[src/rtl/pcap_stream_arbiter.sv]
`default_nettype none
// +--------------------------------------------------------------------------+
// | pcap_stream_arbiter: packet-granular round-robin merge of N AXI4-Stream   |
// | sources into one pcap dumper stream, with sticky end-of-stream.           |
// | Revision: 1.0                                                             |
// +--------------------------------------------------------------------------+
module pcap_stream_arbiter #(
  parameter int N_PORTS    = 4,
  parameter int AXIS_WIDTH = 64,
  parameter int SRC_W      = 2
) (
  input  logic                           clk,
  input  logic                           rst_n,
  input  logic [N_PORTS*AXIS_WIDTH-1:0]  s_tdata,
  input  logic [N_PORTS*AXIS_WIDTH/8-1:0] s_tstrb,
  input  logic [N_PORTS-1:0]             s_tvalid,
  input  logic [N_PORTS-1:0]             s_tlast,
  output logic [N_PORTS-1:0]             s_tready,
  input  logic [N_PORTS-1:0]             s_eos,
  output logic [AXIS_WIDTH-1:0]          m_tdata,
  output logic [AXIS_WIDTH/8-1:0]        m_tstrb,
  output logic                           m_tvalid,
  output logic                           m_tlast,
  input  logic                           m_tready,
  output logic [SRC_W-1:0]               m_src,
  output logic                           m_eos,
  output logic [31:0]                    pkt_total
);

  localparam int STRB_W = AXIS_WIDTH / 8;

  typedef enum logic [1:0] {
    ST_IDLE     = 2'd0,
    ST_PASS     = 2'd1,
    ST_FINISHED = 2'd2
  } state_e;

  state_e               state_q, state_d;
  logic [SRC_W-1:0]     grant_q, grant_d;
  logic [SRC_W-1:0]     rr_ptr_q, rr_ptr_d;
  logic [N_PORTS-1:0]   done_q, done_d;
  logic [31:0]          pkt_total_q, pkt_total_d;

  logic [AXIS_WIDTH-1:0] tdata_a [N_PORTS];
  logic [STRB_W-1:0]     tstrb_a [N_PORTS];

  for (genvar i = 0; i < N_PORTS; i++) begin : g_unpack
    assign tdata_a[i] = s_tdata[i*AXIS_WIDTH +: AXIS_WIDTH];
    assign tstrb_a[i] = s_tstrb[i*STRB_W +: STRB_W];
  end

  // Round-robin search: first valid port at or above rr_ptr, wrapping.
  int               arb_idx;
  logic             win_found;
  logic [SRC_W-1:0] win_idx;

  always_comb begin
    arb_idx   = 0;
    win_found = 1'b0;
    win_idx   = '0;
    for (int k = 0; k < N_PORTS; k++) begin
      arb_idx = (int'(rr_ptr_q) + k) % N_PORTS;
      if (!win_found && s_tvalid[arb_idx[SRC_W-1:0]]) begin
        win_found = 1'b1;
        win_idx   = arb_idx[SRC_W-1:0];
      end
    end
  end

  always_comb begin
    state_d     = state_q;
    grant_d     = grant_q;
    rr_ptr_d    = rr_ptr_q;
    pkt_total_d = pkt_total_q;
    done_d      = done_q | s_eos;
    m_tdata     = '0;
    m_tstrb     = '0;
    m_tvalid    = 1'b0;
    m_tlast     = 1'b0;
    s_tready    = '0;

    case (state_q)
      ST_IDLE: begin
        // A pending packet always beats end-of-stream so every source drains.
        if (win_found) begin
          grant_d = win_idx;
          state_d = ST_PASS;
        end else if (&done_q) begin
          state_d = ST_FINISHED;
        end
      end
      ST_PASS: begin
        m_tdata            = tdata_a[grant_q];
        m_tstrb            = tstrb_a[grant_q];
        m_tvalid           = s_tvalid[grant_q];
        m_tlast            = s_tlast[grant_q];
        s_tready[grant_q]  = m_tready;
        if (m_tvalid && m_tready && m_tlast) begin
          pkt_total_d = pkt_total_q + 32'd1;
          rr_ptr_d    = (grant_q == SRC_W'(N_PORTS - 1)) ? '0 : grant_q + SRC_W'(1);
          state_d     = ST_IDLE;
        end
      end
      ST_FINISHED: begin
        state_d = ST_FINISHED;
      end
      default: begin
        state_d = ST_IDLE;
      end
    endcase
  end

  always_ff @(posedge clk or negedge rst_n) begin
    if (!rst_n) begin
      state_q     <= ST_IDLE;
      grant_q     <= '0;
      rr_ptr_q    <= '0;
      done_q      <= '0;
      pkt_total_q <= '0;
    end else begin
      state_q     <= state_d;
      grant_q     <= grant_d;
      rr_ptr_q    <= rr_ptr_d;
      done_q      <= done_d;
      pkt_total_q <= pkt_total_d;
    end
  end

  assign m_src     = grant_q;
  assign m_eos     = (state_q == ST_FINISHED);
  assign pkt_total = pkt_total_q;

endmodule
`default_nettype wire

[config.mk]
export PLATFORM = sky130hd
export DESIGN_NAME = pcap_stream_arbiter
export DESIGN_NICKNAME = d
export VERILOG_FILES = /design/src/rtl/pcap_stream_arbiter.sv
export SDC_FILE = /design/constraint.sdc
export NUM_CORES = 1
export LEC_CHECK = 0
export CAP_MARGIN = 0
export CELL_PAD_IN_SITES_DETAIL_PLACEMENT = 0
export CELL_PAD_IN_SITES_GLOBAL_PLACEMENT = 1
export CORE_AREA = 2 2 160 162
export CTS_BUF_LIST = sky130_fd_sc_hd__clkbuf_4 sky130_fd_sc_hd__clkbuf_8
export CTS_CLUSTER_SIZE = 24
export DETAILED_ROUTE_END_ITERATION = 10
export DIE_AREA = 0 0 162 164
export MAX_ROUTING_LAYER = met4
export PLACE_DENSITY_LB_ADDON = 0.15
export SETUP_SLACK_MARGIN = 0.05
export SLEW_MARGIN = 40
export SYNTH_ARGS = -nofsm -noshare
export SYNTH_HDL_FRONTEND = slang
export SYNTH_SLANG_ARGS = --single-unit
[constraint.sdc]
create_clock -name clk -period 2.13 [get_ports clk]
set_input_delay 0.213 -clock clk [delete_from_list [all_inputs] [get_ports clk]]
set_output_delay 0.213 -clock clk [all_outputs]
set_load 0.02 [all_outputs]
; Yosys cells after proc, flatten, opt, wreduce, memory -nomap -nowiden
; Index checks and enable logic that the tools add are counted.
[totals]
register_bits = 42
elab_cells = 77
[classes]
add_sub_neg = 5
magnitude_cmp = 7
eq_ne = 5
n_mux = 38
n_bitwise = 3
n_reduce_logical = 14
[op_table]
columns = op, count
row1 = $mux W64, 3
row2 = $bmux W64 S2, 1
row3 = $add A32 B1 Y32 const B, 1
row4 = $mux W8, 3
row5 = $bmux W8 S2, 1
row6 = $mux W2, 8
row7 = $lt A2 B3 Y1 const B, 5
row8 = $mux W1, 13
row9 = $bmux W1 S2, 6
row10 = $logic_and A1 B1 Y1, 6
row11 = $pmux W2 S3, 1
row12 = $reduce_and A2 Y1, 3
row13 = $add A2 B1 Y2 const B, 2
row14 = $add A2 B2 Y2 const B, 2
row15 = $and A4 B4 Y4, 1
row16 = $eq A2 B2 Y1 const B, 2
row17 = $mux W4, 1
row18 = $or A4 B4 Y4, 1
row19 = $reduce_and A4 Y1, 1
row20 = $ge A3 B3 Y1 const B, 1
row21 = $logic_not A1 Y1, 3
row22 = $ne A3 B3 Y1 const B, 1
row23 = $not A2 Y3, 1
row24 = $demux W1 S2, 1
row25 = other kinds (4), 4

; Logic depth before layout (Yosys ltp)
[logic_depth]
word_depth = 14
ltp_mapped = 7
depth_no_buf = 5

; Least setup slack after synthesis
; No wires, ideal clock.
[synth_timing]
path_kind = flip-flop to output port
from = register grant_q[0], in the netlist m_src[0]
to = output port m_tdata[16]
arrival_ps = 1858
required_time_ps = 1917
path_slack_ps = 59
path_stages_with_launch = 6
path_buffers = 3
cell_sequence = dfrtp_1 -> buf_6 -> buf_4 -> buf_2 -> mux4_2 -> and2_1
[synth_between]
elab_chain_cells = 5
[synth_lines]
columns = element, line_no
row1 = start: declaration, 39  ; logic [SRC_W-1:0] grant_q, grant_d;
row2 = start signal: assignment, 122  ; grant_q <= grant_d;
row3 = $not A2 Y3 (not written as such), 93  ; m_tdata = tdata_a[grant_q];
row4 = $bmux W64 S2, 93
row5 = $mux W64 (not written as such) (2 in a row), 93
row6 = $mux W64, 82  ; case (state_q)
row7 = end: declaration, 20  ; output logic [AXIS_WIDTH-1:0] m_tdata,
; Every way passes these cells. The select of a mux whose other input is x is not followed.

; Worst setup path after layout
[layout_timing]
from = register grant_q[0], in the netlist m_src[0]
to = output port m_tstrb[1]
[layout_between]
elab_chain_cells = 5
[layout_lines]
columns = element, line_no
row1 = $not A2 Y3 (not written as such), 94  ; m_tstrb = tstrb_a[grant_q];
row2 = $bmux W8 S2, 94
row3 = $mux W8 (not written as such) (2 in a row), 94
row4 = $mux W8, 82
row5 = end: declaration, 21  ; output logic [AXIS_WIDTH/8-1:0] m_tstrb,
; Every way passes these cells. The select of a mux whose other input is x is not followed.

==> out/results.ini <==
[floorplan]
core_area_um2=24800
num_io_pins=416
std_cell_rows=58
start_util_pct=17.5
die_area_um2=26600
die_w_um=162
die_y_um=164

[global_route]
grt_pass1_vias=5436
antenna_found_initial=9
busiest_layer=met2
met2_usage_pct=31.3
use_met1_pct=25.3
grt_pass1_wl_um=37400
grt_util_met3_pct=6.41
globalRouteTotalUtil_pct=19.8
overflow=0
grt_max_degree=76

[placed_design]
placed_area_um2=9010
io_buffers=415
place_congestion=0.914
dp_hpwl_um=22400

[yosys]
yosys.area_share.simple_pct=24.2
ys_seq_elements=42
synth_cells=371
syn_area_um2=4330
synth_top_family_by_area=multiplexers
synth_nets=679
syn_area_per_cell_um2=11.7
yosys.area_share.adder_pct=1.44
synthMuxAreaShare_pct=38.5
synth_xor_area_share_pct=6.27
seq_area_frac_synth_pct=24.3
synth_compound_area_share_pct=1.44
yosysUniqueCellTypes=36
ys_warn_count=0

[run_status]
violations=negative setup slack
outcome=complete, but fails checks

[critical_path]
cpLargestDelayFamily=flip-flops
crit_fanout=5
cpMaxStageDelayCell=dfrtp_4
start_kind=flop
worstPathRequired_ns=1.92
cp.arrival_ns=2.00
crit_top_cell=buf_12
path_cells=buf_8 > buf_12 > buf_12 > mux4_2 > and2_4 > buf_6
path_buf_inv=4
crit_path_end_kind=primary output
slowest_delay_ns=0.52
critical_path_class=reg2out

[layout]
design_area_um2=9690
fin_nets=1128
post-route-util_pct=39.1
final_common_cell=clkdlybuf4s50_1
layout_common_cells=335 x clkdlybuf4s50_1, 74 x mux4_2, 51 x buf_4
syn_to_final_growth_pct=124
layout-drive-gt1-share_pct=32.6

[clock_tree]
cts.sinks=42
cts_tree=yes
path_clk_slew_ns=0.08
cts_max_path_buffers=2
cts_buffers=5
clk_latency_ns=0.30
cts.root.buffer_cell=clkbuf_8
h-tree-depth=2

[routing]
wl_per_cell_um=23.7
viasPerCell=4.40
drt_iter0_drc=301
antenna_left=0
totalWireLength_um=27400
num_vias=5100
drtPass1Iterations=4
post-route-drc-count=0

[timing]
worst_pin_slew_ns=0.593
timing.hold.ws_ns=0.346
max_slew_margin_pct=60.2
rsz0062_at_grt=yes
fmax_mhz=452
finalSetupViolations=26
hold_viol=0
timing.final.ws_setup_ns=-0.0806
fin_crit_sh_pct=104
finalClockSkew_ns=0.0144
drv_slew=0
setup_tns_ns=-0.666
layout_min_cycle_time_ns=2.21

[worst_hold_path]
hold_path.class=in2async

[job]
max_cap_viol_count=0

[pwr]
cellLeakagePower_nw=3.80
ir_worst_vdd_uv=455
p_per_area_nw_per_um2=991

## power breakdown
part	internal, mW	switching, mW
registers	0.884	0.120
logic	4.40	3.55
clock network	0.363	0.284
total	5.64	3.96
## worst register-to-register path: stages, from the launching register on
cell     delay [ns]
dfrtp_4        0.52
buf_4          0.16
buf_12         0.14
mux4_2         0.36
buf_6          0.14
nand3_4        0.13
or3_4          0.39
xnor2_1        0.13
## cell usage after synthesis, drive strengths merged
| library cell | n | area share, % |
|---|---|---|
| nand2 | 22 | 1.9 |
| a21o | 1 | 0.17 |
| and3b | 1 | 0.20 |
| nand4 | 19 | 2.7 |
| and4 | 2 | 0.40 |
| nand3 | 10 | 1.4 |
| or2 | 5 | 0.72 |
| a21boi | 1 | 0.17 |
| o21ai | 3 | 0.35 |
| and3 | 5 | 0.84 |
| xnor2 | 21 | 4.2 |
| inv | 7 | 0.61 |
| mux4 | 74 | 38 |
| buf | 18 | 2.4 |
| o31ai | 1 | 0.17 |
| dfrtp | 42 | 24 |
| xor2 | 10 | 2.0 |
| nor4 | 10 | 1.9 |
| nor3 | 6 | 0.81 |
| ha | 5 | 1.4 |
| clkbuf | 10 | 0.87 |
| o22ai | 1 | 0.14 |
| nor2 | 5 | 0.43 |
| o221ai | 1 | 0.20 |
| and2 | 80 | 12 |
| a21oi | 2 | 0.23 |
| nor2b | 5 | 0.72 |
| or3 | 4 | 0.58 |
## area by class of cell
cell class	instances	area [um^2]
antenna	7	17.5
clock buffer	6	76.3
clock inverter	2	37.5
fill	2458	15100
inverter	7	26.3
multi-input combinational	297	3320
sequential	42	1060
tap	330	413
timing repair buffer	467	4750
## flip-flops by register name, indices dropped and copies added, names as in the netlist
signal and flops:
pkt_total 32, state_q 2, done_q 4, m_src 2, rr_ptr_q 2
## through the flow
step	worst slack, ns	power, mW	instances
final	-0.0806	9.60	1158
after global routing	-0.119	10.1	1157
after CTS	-0.0834	9.38	1142
after detailed placement	-0.125	7.94	1112
after global placement	-0.105	7.91	1112
after floorplan	0.0591	4.68	371
## repair_timing
| action | 4_1_cts | 5_1_grt |
|---|---|---|
| pin swaps | 6 | 8 |
| endpoints found under the hold margin | 13 | 0 |
| hold buffers | 1 | 0 |
| resized for setup | 387 | 68 |
| setup endpoints to repair | 79 | 106 |
| cloned | 4 | 4 |
| buffers inserted | 17 | 7 |
## worst paths after layout
check / startpoint / end / slack [ns] / cells after the start
worst min register to register: done_q[3] / done_q[3] / 0.46 / 1
worst max-delay path: m_src[0] / m_tstrb[1] / -0.08 / 6
worst max register to register: m_src[0] / pkt_total[6] / 0.07 / 7
min in group clk: done_q[3] / done_q[3] / 0.46 / 1
worst min-delay path: rst_n / pkt_total[25] / 0.35 / 2
max in group asynchronous: rst_n / pkt_total[26] / 1.08 / 3
## kinds of logic after synthesis
kind of cell    Yosys count
buf+inv                  35
mux                      74
fa+ha+maj                 5
simple gates            174
flops                    42
compound gates           10
xor+xnor                 31
## layer usage
layer / part of all wire (%) / vias up
li1: - / 2333
met1: 41 / 2512
met2: 48 / 225
met3: 9.9 / 30
met4: 1.6 / 0
met5: 0 / -
Note: power is estimated with default switching activity, not from simulation.
